===== src/rtl/srlzr_tx_ctrl_if.sv =====
// Handshake and serializer-strobe bundle for srlzr_tx_ctrl.
// The controller connects through the slave modport; the word source/serializer side uses master.
interface srlzr_tx_ctrl_if #(
  parameter int unsigned DATA_W = 8
);
  logic [DATA_W-1:0] iDATA;
  logic              iDATA_VALID;
  logic              oDATA_READY;
  logic [DATA_W-1:0] oPAR_DATA;
  logic              oLOAD;
  logic              oSHIFT;
  logic              iSRL_IN;
  logic              oTX;
  logic              oBUSY;

  modport slave (
    input  iDATA, iDATA_VALID, iSRL_IN,
    output oDATA_READY, oPAR_DATA, oLOAD, oSHIFT, oTX, oBUSY
  );

  modport master (
    output iDATA, iDATA_VALID, iSRL_IN,
    input  oDATA_READY, oPAR_DATA, oLOAD, oSHIFT, oTX, oBUSY
  );
endinterface


===== src/rtl/srlzr_tx_ctrl.sv =====
// Frame sequencer for the PISO serializer: start bit, DATA_W data bits, stop bit.
// Optional even-parity bit between data and stop when SRLZR_PARITY_EN is defined.
module srlzr_tx_ctrl #(
  parameter int unsigned DATA_W   = 8,
  parameter int unsigned BAUD_DIV = 4
) (
  input logic            clk,
  input logic            rst,
  srlzr_tx_ctrl_if.slave bus
);

  localparam int unsigned BAUD_W = $clog2(BAUD_DIV);
  localparam int unsigned BIT_W  = $clog2(DATA_W);
  localparam logic [BAUD_W-1:0] BAUD_LAST = BAUD_W'(BAUD_DIV - 1);
  localparam logic [BIT_W-1:0]  BIT_LAST  = BIT_W'(DATA_W - 1);

  typedef enum logic [2:0] {
    ST_IDLE,
    ST_START,
    ST_DATA,
`ifdef SRLZR_PARITY_EN
    ST_PARITY,
`endif
    ST_STOP
  } state_t;

  state_t              r_state;
  logic [BAUD_W-1:0]   r_baud;
  logic [BIT_W-1:0]    r_bit;
  logic                r_ready;
  logic                r_load;
  logic                r_shift;
  logic                r_busy;
  logic                r_tx;
  logic [DATA_W-1:0]   r_par;

  state_t              w_state_nxt;
  logic [BAUD_W-1:0]   w_baud_nxt;
  logic [BIT_W-1:0]    w_bit_nxt;
  logic                w_baud_end;
  logic                w_accept;
  logic                w_line;

  // r_ready is only ever high in IDLE or on the last STOP cycle, so it alone qualifies a handshake.
  assign w_accept   = bus.iDATA_VALID & r_ready;
  assign w_baud_end = (r_baud == BAUD_LAST);

  always_comb begin
    w_state_nxt = r_state;
    w_baud_nxt  = r_baud;
    w_bit_nxt   = r_bit;
    unique case (r_state)
      ST_IDLE: begin
        if (w_accept) begin
          w_state_nxt = ST_START;
          w_baud_nxt  = '0;
        end
      end
      ST_START: begin
        if (w_baud_end) begin
          w_state_nxt = ST_DATA;
          w_baud_nxt  = '0;
          w_bit_nxt   = '0;
        end else begin
          w_baud_nxt  = r_baud + 1'b1;
        end
      end
      ST_DATA: begin
        if (w_baud_end) begin
          w_baud_nxt = '0;
          if (r_bit == BIT_LAST) begin
`ifdef SRLZR_PARITY_EN
            w_state_nxt = ST_PARITY;
`else
            w_state_nxt = ST_STOP;
`endif
          end else begin
            w_bit_nxt = r_bit + 1'b1;
          end
        end else begin
          w_baud_nxt = r_baud + 1'b1;
        end
      end
`ifdef SRLZR_PARITY_EN
      ST_PARITY: begin
        if (w_baud_end) begin
          w_state_nxt = ST_STOP;
          w_baud_nxt  = '0;
        end else begin
          w_baud_nxt  = r_baud + 1'b1;
        end
      end
`endif
      ST_STOP: begin
        if (w_baud_end) begin
          w_baud_nxt  = '0;
          w_state_nxt = w_accept ? ST_START : ST_IDLE;
        end else begin
          w_baud_nxt  = r_baud + 1'b1;
        end
      end
      default: begin
        w_state_nxt = ST_IDLE;
        w_baud_nxt  = '0;
        w_bit_nxt   = '0;
      end
    endcase
  end

  // Line level of the current state; registering it delays oTX one cycle behind the
  // state, which lets the serializer's post-shift bit arrive in time for each bit period.
  always_comb begin
    w_line = 1'b1;
    unique case (r_state)
      ST_START:  w_line = 1'b0;
      ST_DATA:   w_line = bus.iSRL_IN;
`ifdef SRLZR_PARITY_EN
      ST_PARITY: w_line = ^r_par;
`endif
      default:   w_line = 1'b1;
    endcase
  end

  always_ff @(posedge clk or posedge rst) begin
    if (rst) begin
      r_state <= ST_IDLE;
      r_baud  <= '0;
      r_bit   <= '0;
      r_ready <= 1'b0;
      r_load  <= 1'b0;
      r_shift <= 1'b0;
      r_busy  <= 1'b0;
      r_tx    <= 1'b1;
      r_par   <= '0;
    end else begin
      r_state <= w_state_nxt;
      r_baud  <= w_baud_nxt;
      r_bit   <= w_bit_nxt;
      r_ready <= (w_state_nxt == ST_IDLE) ||
                 ((w_state_nxt == ST_STOP) && (w_baud_nxt == BAUD_LAST));
      r_load  <= (w_state_nxt == ST_START) && (w_baud_nxt == '0);
      r_shift <= (w_state_nxt == ST_DATA) && (w_baud_nxt == BAUD_LAST);
      r_busy  <= (w_state_nxt != ST_IDLE);
      r_tx    <= w_line;
      if (w_accept) begin
        r_par <= bus.iDATA;
      end
    end
  end

  assign bus.oDATA_READY = r_ready;
  assign bus.oPAR_DATA   = r_par;
  assign bus.oLOAD       = r_load;
  assign bus.oSHIFT      = r_shift;
  assign bus.oBUSY       = r_busy;
  assign bus.oTX         = r_tx;

endmodule


===== src/flat_wrapper.sv =====
// flat-port wrapper written by rule: the top's interface ports become plain ports
module srlzr_tx_ctrl_flat 
#(
  parameter int unsigned DATA_W   = 8,
  parameter int unsigned BAUD_DIV = 4
)
  (clk, rst, bus_iDATA, bus_iDATA_VALID, bus_iSRL_IN, bus_oDATA_READY, bus_oPAR_DATA, bus_oLOAD, bus_oSHIFT, bus_oTX, bus_oBUSY);
  srlzr_tx_ctrl_if #(.DATA_W(DATA_W)) bus_i ();
  input logic clk;
  input logic rst;
  input wire logic [$bits(bus_i.iDATA)-1:0] bus_iDATA;
  input wire logic [$bits(bus_i.iDATA_VALID)-1:0] bus_iDATA_VALID;
  input wire logic [$bits(bus_i.iSRL_IN)-1:0] bus_iSRL_IN;
  output wire logic [$bits(bus_i.oDATA_READY)-1:0] bus_oDATA_READY;
  output wire logic [$bits(bus_i.oPAR_DATA)-1:0] bus_oPAR_DATA;
  output wire logic [$bits(bus_i.oLOAD)-1:0] bus_oLOAD;
  output wire logic [$bits(bus_i.oSHIFT)-1:0] bus_oSHIFT;
  output wire logic [$bits(bus_i.oTX)-1:0] bus_oTX;
  output wire logic [$bits(bus_i.oBUSY)-1:0] bus_oBUSY;
  assign bus_i.iDATA = bus_iDATA;
  assign bus_i.iDATA_VALID = bus_iDATA_VALID;
  assign bus_i.iSRL_IN = bus_iSRL_IN;
  assign bus_oDATA_READY = bus_i.oDATA_READY;
  assign bus_oPAR_DATA = bus_i.oPAR_DATA;
  assign bus_oLOAD = bus_i.oLOAD;
  assign bus_oSHIFT = bus_i.oSHIFT;
  assign bus_oTX = bus_i.oTX;
  assign bus_oBUSY = bus_i.oBUSY;
  srlzr_tx_ctrl #(.DATA_W(DATA_W), .BAUD_DIV(BAUD_DIV)) u_core (.clk(clk), .rst(rst), .bus(bus_i));
endmodule

===== config.mk =====
export PLATFORM = sky130hd
export DESIGN_NAME = srlzr_tx_ctrl_flat
export DESIGN_NICKNAME = d
export VERILOG_FILES = /design/src/rtl/srlzr_tx_ctrl_if.sv /design/src/rtl/srlzr_tx_ctrl.sv /design/src/flat_wrapper.sv
export SDC_FILE = /design/constraint.sdc
export NUM_CORES = 1
export LEC_CHECK = 0
export ABC_AREA = 1
export BUFFER_PORTS_ARGS = -buffer_cell sky130_fd_sc_hd__clkbuf_2
export CAP_MARGIN = 15
export CORE_MARGIN = 4
export CORE_UTILIZATION = 51
export DETAILED_ROUTE_END_ITERATION = 8
export PLACE_DENSITY = 0.77
export SLEW_MARGIN = 20
export SYNTH_ARGS = -nofsm -noshare
export SYNTH_HDL_FRONTEND = slang
export SYNTH_SLANG_ARGS = --single-unit

===== constraint.sdc =====
create_clock -name clk -period 1.8 [get_ports clk]
set_clock_uncertainty 0.2 [all_clocks]
set_input_delay 0.36 -clock clk [delete_from_list [all_inputs] [get_ports clk]]
set_output_delay 0.36 -clock clk [all_outputs]
set_load 0.05 [all_outputs]

==> results of run 1 <==
-- worst min-delay path, stage by stage --
cell and delay (ps):
clkbuf_2 70, nand2_1 40, nand2_1 40
-- kinds of logic after synthesis --
| group | count (synthesis) | share of synthesized area [%] |
|---|---|---|
| flops | 21 | 53.1 |
| simple gates | 68 | 32.2 |
| buf+inv | 15 | 6.56 |
| fa+ha+maj | 3 | 3.78 |
| other cells | 1 | 0.378 |
| compound gates | 7 | 4.03 |
-- area by class of cell --
type	count	area share, %
well taps	25	2.62
repair buffers	29	13.4
flip-flops and latches	21	44.0
multi-input cells	79	33.7
clock buffers	4	2.20
inverters	13	4.08
-- per-layer routing --
layer / vias up / track usage [%]
met5: - / 0
met4: 0 / 5.24
met3: 4 / 4.30
met2: 17 / 28.0
met1: 350 / 20.1
li1: 414 / -
-- metrics by stage --
| stage | hold slack [ps] | setup slack, ps | util [%] | cell area, um^2 | cells |
|---|---|---|---|---|---|
| floorplan | 136 | 143 | - | 992 | 115 |
| global placement | 120 | 151 | 64.5 | 1150 | 165 |
| detailed placement | 121 | 147 | 64.5 | 1150 | 165 |
| CTS | 46.8 | 129 | 66.5 | 1190 | 170 |
| global route | 47.5 | 18.9 | 67.1 | 1200 | 171 |
| finish | 37.4 | 141 | 67.1 | 1200 | 171 |
-- synthesized netlist by cell type (all sizes together) --
cell type,count,area [um^2]
dfrtp,20,500
dfstp,1,26.3
inv,12,45.0
or2,1,6.26
conb,1,3.75
buf,2,16.3
clkinv,1,3.75
nand2,46,180
nor3,2,20.0
nor4,1,6.26
a31oi,1,6.26
a21oi,1,5.00
o21ai,5,28.8
nor2,13,71.3
ha,3,37.5
nand3,5,35.0
-- timing repair --
item,in CTS,in global routing
endpoints found under the setup margin,0,1
hold endpoints to repair,8,0
hold buffers,1,0
buffers inserted,0,1
resized for setup,0,1
-- how the worst min path moves through the flow --
stage,start,endpoint,slack [ps],cells after the start
CTS,bus_iDATA[3],u_core.bus.oPAR_DATA[3],50,3
global route,bus_iDATA[2],u_core.bus.oPAR_DATA[2],50,3
finish,bus_iDATA[3],u_core.bus.oPAR_DATA[3],40,3
global placement,rst,u_core.r_state[2],120,2
detailed placement,rst,u_core.r_state[2],120,2
floorplan,rst,u_core.bus.oBUSY,140,1
-- registers in the layout, indices dropped and copies added, names as in the netlist --
register,cells
u_core.bus.oTX,1
u_core.bus.oLOAD,1
u_core.bus.oDATA_READY,1
u_core.r_baud,2
u_core.bus.oSHIFT,1
u_core.bus.oPAR_DATA,8
u_core.r_bit,3
u_core.bus.oBUSY,1
u_core.r_state,3
-- report_power, final --
group / internal (mW) / total [mW] / switching [mW]
logic: 0.0916 / 0.363 / 0.271
registers: 0.527 / 0.565 / 0.0383
clock network: 0.0865 / 0.226 / 0.140
total: 0.705 / 1.15 / 0.449
-- placed cells by master (no fill, tap or decap) --
cell	Yosys	routed
a21oi_1	1	1
a31oi_1	1	1
buf_4	0	4
clkbuf_1	0	1
clkbuf_2	0	24
clkbuf_4	0	3
clkinv_1	1	1
conb_1	1	1
dfrtp_1	20	20
dfstp_2	1	1
dlygate4sd3_1	0	1
ha_1	3	2
ha_2	0	1
inv_1	9	9
inv_2	3	3
nand2_1	43	43
nand2_2	3	3
nand3_1	3	3
nand3_2	2	2
nor2_1	8	8
nor2_2	3	3
nor2_4	2	2
nor3_2	2	2
nor4_1	1	1
o21ai_0	3	3
o21ai_1	1	1
o21ai_2	1	1
or2_1	1	1
==> metrics, run 1 <==
Top delay family on crit path flip-flops; Critical path origin u_core.r_bit[0]; syn_area_per_cell 8.63 um^2; Core Footprint 0.00178 mm^2; Clk Latency, worst-skew pair 300 ps; Max VDD drop 573 uV; final setup TNS 0 ps; sequential fraction of the synthesis area 53.1%; total wire length 1860 um; num rows 15; worst path cell trace ha_1 -> ha_2 -> nand2_1 -> inv_1 -> nand3_1 -> nand2_1 -> nor2_4 -> buf_4 -> nor3_2; worst hold path type in2reg; Reg area 527 um^2; Die Height 52.1 um; FF-to-FF End u_core.bus.oLOAD; arrival time at the worst endpoint 1660 ps; max-slew violations 0; Unique masters post-synth 24; crit share post-route 92.1%; dpl hpwl 1480 um; Mapped Nets 130; CP Buf/Inv Count 2; ANT cells 0; CTS tree yes; DR vias/cell 4.59; Final Hold Viols 0; gr usage total 16.5%; Setup crit start kind register; proportion of layout cells with a drive suffix above 1 33.6%; DRC Markers 0; Fillers 153; via count 785; slowest stage cell, crit path dfrtp_1; RR Startpoint u_core.r_bit[0]; critical-path maximum fanout 4; CTS max path bufs 2; Worst setup EP type register; Levels on crit path 9; Post-Synthesis Cell Area 992 um^2; clock slew at reported path FFs 110 ps; RSZ-0062 raised after global routing false; CTS Buf Count 3; Critical Path Sink u_core.bus.oLOAD; status complete, no violations; die width 52.1 um; P per Cell Area 965 mW/mm^2; routed wl met3 106 um; Layout area overhead 20.6%; Mapped Cells 115; number of global-route vias before repair 765; ANT nets after route 0; WS Path Type reg2reg; Yosys reg bits 21; Nets 162; Syn. warnings 0; Pleak 0.668 nW; multi-input logic area 403 um^2; delay of the slowest critical-path stage 410 ps; Die Area 0.00271 mm^2; Sink Count 21; R2R cell count 9; root buf cell clkbuf_4; IO Count 25; most frequent CP cell nand2_1; initial antenna violation count 0; DR WL/cell 10.9 um; fin crit period 1660 ps; overall power consumption 1.15 mW; GR Overflow Total 0; CP required 1800 ps; drt first pass iters 5; port bufs 24; initial drt markers 17; # setup viols final 0; gpl congestion 0.756; DR top layer met4; first-pass GRT wire length 3280 um; flop-to-flop setup slack 140 ps; CTS HTree Levels 1; FMAX 0.603 GHz; max_cap viols 0; Detail Route met2 WL 889 um; WL met1 829 um; Initial Util 55.6%; pin count of the biggest net entering global routing 13
(Power assumes the default switching activity.)
==> inputs of run 2 (changes only) <==
REMOVE_ABC_BUFFERS = 1   (was default)
==> run 2 against run 1 <==
Cell area shrank 0.84%. Die area is the same. Final cell count fell by 0.58%. Via count up 3.4%. Non-clock buffer count decreased by 1. Maximum frequency is 0.60% higher. Flip-flop and latch count unchanged. Clock-buffer cell count is the same.
==> metrics, run 2 (synthesis results as in run 1) <==
commonest non-fill, non-tap cell in the layout nand2_1; hold path startpoint bus_iDATA[6]; Fillers 135; Nets 161; total wire length 1880 um; die width 52.1 um; Hold Path Sink u_core.bus.oPAR_DATA[6]; delay of the slowest critical-path stage 530 ps; gr usage total 16.9%; Setup crit start kind register; clock slew at reported path FFs 110 ps; Reg area 527 um^2; critical-path maximum fanout 1; FF-to-FF End u_core.bus.oDATA_READY; Worst setup EP type output port; Core Footprint 0.00178 mm^2; status complete, no violations; Max VDD drop 481 uV; leading cell types in the layout, fill and taps excluded 43 x nand2_1, 24 x clkbuf_2, 20 x dfrtp_1, 9 x inv_1, 8 x nor2_1; num rows 15; arrival time at the worst endpoint 1090 ps; proportion of layout cells with a drive suffix above 1 32.4%; WS Path Type reg2out; Non-Filler Instances 170; pin count of the biggest net entering global routing 14; IO Count 25; Cells after DPL 165; Final Hold Viols 0; DR WL/cell 11.0 um; flop-to-flop setup slack 160 ps; fin crit period 1650 ps; ANT nets after route 0; ANT cells 0; port bufs 24; DRC Markers 0; Die Area 0.00271 mm^2; gpl congestion 0.767; first-pass GRT wire length 3300 um; slowest stage cell, crit path dfstp_2; GR Overflow Total 0; Sink Count 21; RSZ-0062 raised after global routing false; CP required 1240 ps; CP Buf/Inv Count 1; number of global-route vias before repair 820; DR vias/cell 4.78; dpl hpwl 1500 um; max_cap viols 0; multi-input logic area 400 um^2; pre-CTS setup slack 171 ps; CTS max path bufs 2; Initial Util 55.6%; post-CTS resize count 0; Layout area overhead 19.5%; Hold Path Cell Cnt 3; worst path cell trace clkbuf_2; crit share post-route 91.6%; max-slew violations 0; Clk Latency, worst-skew pair 310 ps; final core utilization 66.5%; initial antenna violation count 0; Die Height 52.1 um; Top delay family on crit path flip-flops; CTS HTree Levels 1; RR Startpoint u_core.r_bit[0]; initial drt markers 11; final setup TNS 0 ps; FMAX 0.607 GHz; R2R cell count 10; CTS Buf Count 3; max reg flops 8; P per Cell Area 967 mW/mm^2; root buf cell clkbuf_4; Worst Slack Setup Final 151 ps; via count 812; drt first pass iters 4; worst hold path type in2reg; Pleak 0.666 nW; # setup viols final 0; CTS tree yes
==> run 2: timing repair <==
item / in CTS / in global routing
hold buffers: 1 / 0
endpoints found under the hold margin: 7 / 0
buffers inserted: 0 / 0
==> run 2: where the power goes <==
| group | switching (mW) | internal (mW) | total [mW] |
|---|---|---|---|
| clock network | 0.136 | 0.0865 | 0.223 |
| logic | 0.270 | 0.0887 | 0.358 |
| registers | 0.0389 | 0.527 | 0.566 |
| total | 0.445 | 0.702 | 1.15 |
==> run 2: cell type report <==
class / instances / share of cell area [%]
Multi-Input combinational cell: 79 / 33.8
Inverter: 13 / 4.11
Clock buffer: 4 / 2.22
Tap cell: 25 / 2.64
Sequential cell: 21 / 44.4
Timing Repair Buffer: 28 / 12.9
==> run 2: worst max path at each step <==
stage / start / endpoint / cells after the start
after floorplan: u_core.bus.oDATA_READY / u_core.bus.oDATA_READY / 8
after global placement: u_core.r_bit[0] / u_core.bus.oDATA_READY / 10
after detailed placement: u_core.r_bit[0] / u_core.bus.oDATA_READY / 10
after CTS: u_core.r_baud[0] / u_core.bus.oSHIFT / 7
after global routing: u_core.r_baud[0] / u_core.bus.oLOAD / 6
final: u_core.bus.oTX / bus_oTX / 1
==> run 2: per-layer routing <==
| metal | GRT usage [%] | part of all wire (%) | up-vias |
|---|---|---|---|
| li1 | - | - | 413 |
| met1 | 19.6 | 40 | 369 |
| met3 | 3.44 | 6.9 | 5 |
| met2 | 29.3 | 50 | 25 |
| met4 | 8.30 | 2.2 | 0 |
| met5 | 0 | 0 | - |
==> run 2: stage by stage <==
stage                     hold slack, ps  cell area [um^2]  power (mW)
after floorplan                      136               976       0.837
after global placement               103              1150       0.924
after detailed placement             122              1150       0.936
after CTS                           51.6              1190        1.16
after global routing                53.1              1190        1.21
final                               46.2              1190        1.15
==> inputs of run 3 (changes only) <==
HOLD_SLACK_MARGIN = 0.15   (was default)
==> run 3 against run 2 <==
Register-to-register slack about the same. Die area stayed put. Critical path depth is the same. Routed wire length rose by 5.8%. Flip-flop and latch count unchanged. Utilization is 4.5 points higher. Final cell count grew 4.7%. Cell area grew 6.8%. Critical path type unchanged. First-iteration DRC count is 9.1% lower. Largest power group unchanged.
==> metrics, run 3 (synthesis results as in run 1) <==
status complete, no violations; critical-path maximum fanout 1; CP Buf/Inv Count 1; GR Overflow Total 0; Critical path origin u_core.bus.oTX; pin count of the biggest net entering global routing 14; # setup viols final 0; cts hold-fix bufs 9; FMAX 0.606 GHz; num rows 15; crit share post-route 91.6%; Placement Cell Area 0.00115 mm^2; Pleak 0.700 nW; number of global-route vias before repair 854; Worst setup EP type output port; DR vias/cell 4.76; worst hold path type in2reg; slowest stage cell, crit path dfstp_2; Max VDD drop 476 uV; CP required 1240 ps; gpl congestion 0.767; Final Hold Viols 0; P per Cell Area 916 mW/mm^2; flop-to-flop setup slack 160 ps; DR WL/cell 11.2 um; delay of the slowest critical-path stage 530 ps; Top delay family on crit path flip-flops; ANT nets after route 0; Clk Latency, worst-skew pair 300 ps; CTS Buf Count 3; dpl hpwl 1500 um; Layout area overhead 27.6%; fin crit period 1650 ps; drt first pass iters 4; root buf cell clkbuf_4; DRC Markers 0; Core Footprint 0.00178 mm^2; CTS tree yes; leading cell types in the layout, fill and taps excluded 43 x nand2_1, 24 x clkbuf_2, 20 x dfrtp_1, 9 x inv_1, 9 x dlygate4sd3_1; Die Height 52.1 um; RSZ-0062 raised after global routing false; Setup crit start kind register; Nets 169; post-CTS resize count 0; Initial Util 55.6%; max_cap viols 0; CTS max path bufs 2; final setup TNS 0 ps; Design Area, Final 0.00127 mm^2; arrival time at the worst endpoint 1090 ps; Die Area 0.00271 mm^2; max-slew violations 0; WS Path Type reg2out; first-pass GRT wire length 3400 um; final core utilization 71.0%; IO Count 25; die width 52.1 um; ANT cells 0; CTS HTree Levels 1; max reg flops 8; commonest non-fill, non-tap cell in the layout nand2_1; worst path cell trace clkbuf_2; hold path startpoint bus_iSRL_IN; RR Startpoint u_core.r_bit[0]; gr usage total 17.5%; proportion of layout cells with a drive suffix above 1 30.7%; Post-CTS Setup Bufs 0; clock slew at reported path FFs 100 ps; via count 847; initial drt markers 10; initial antenna violation count 0; port bufs 24; Sink Count 21; total wire length 1990 um
==> run 3: changes by cell type in the layout (fill, tap and decap cells not counted), sizes merged <==
| cell | delta |
|---|---|
| dlygate4sd3 | +8 |
==> run 3: cell type report <==
| cell class | count | area [um^2] |
|---|---|---|
| inverter | 13 | 48.8 |
| fill | 124 | 517 |
| clock buffer | 4 | 26.3 |
| tap | 25 | 31.3 |
| multi-input combinational | 79 | 400 |
| timing repair buffer | 36 | 233 |
| sequential | 21 | 527 |
==> run 3: tightest hold or removal path, cell delays in order <==
cell and delay, ps:
clkbuf_2 80, nor4_1 40, a31oi_1 150
==> run 3: final timing paths <==
kind,to,depth (start not counted)
worst min register to register,u_core.bus.oPAR_DATA[6],2
worst min-delay path,u_core.bus.oTX,3
worst max-delay path,bus_oTX,1
worst max register to register,u_core.bus.oDATA_READY,10
max in group asynchronous,u_core.r_bit[1],4
min in group asynchronous,u_core.bus.oPAR_DATA[3],3
==> run 3: per-stage QoR <==
step	setup slack, ps	hold WS (ps)	instances	total power [mW]
after floorplan	-73.8	136	113	0.837
after global placement	169	103	165	0.924
after detailed placement	171	122	165	0.936
after CTS	132	159	178	1.17
after global routing	4.00	184	178	1.23
final	151	162	178	1.16
==> run 3: routing by layer <==
layer	wire [um]	vias up	track usage, %	part of all wire (%)
met2	999	23	29.9	50
met1	816	390	20.1	41
met3	111	7	3.44	5.6
met5	0	-	0	0
met4	57	0	10.0	2.9
li1	-	427	-	-
==> run 3: power by group <==
part / internal (mW) / switching [mW]
Clock: 0.0865 / 0.135
Sequential: 0.527 / 0.0389
Combinational: 0.0999 / 0.273
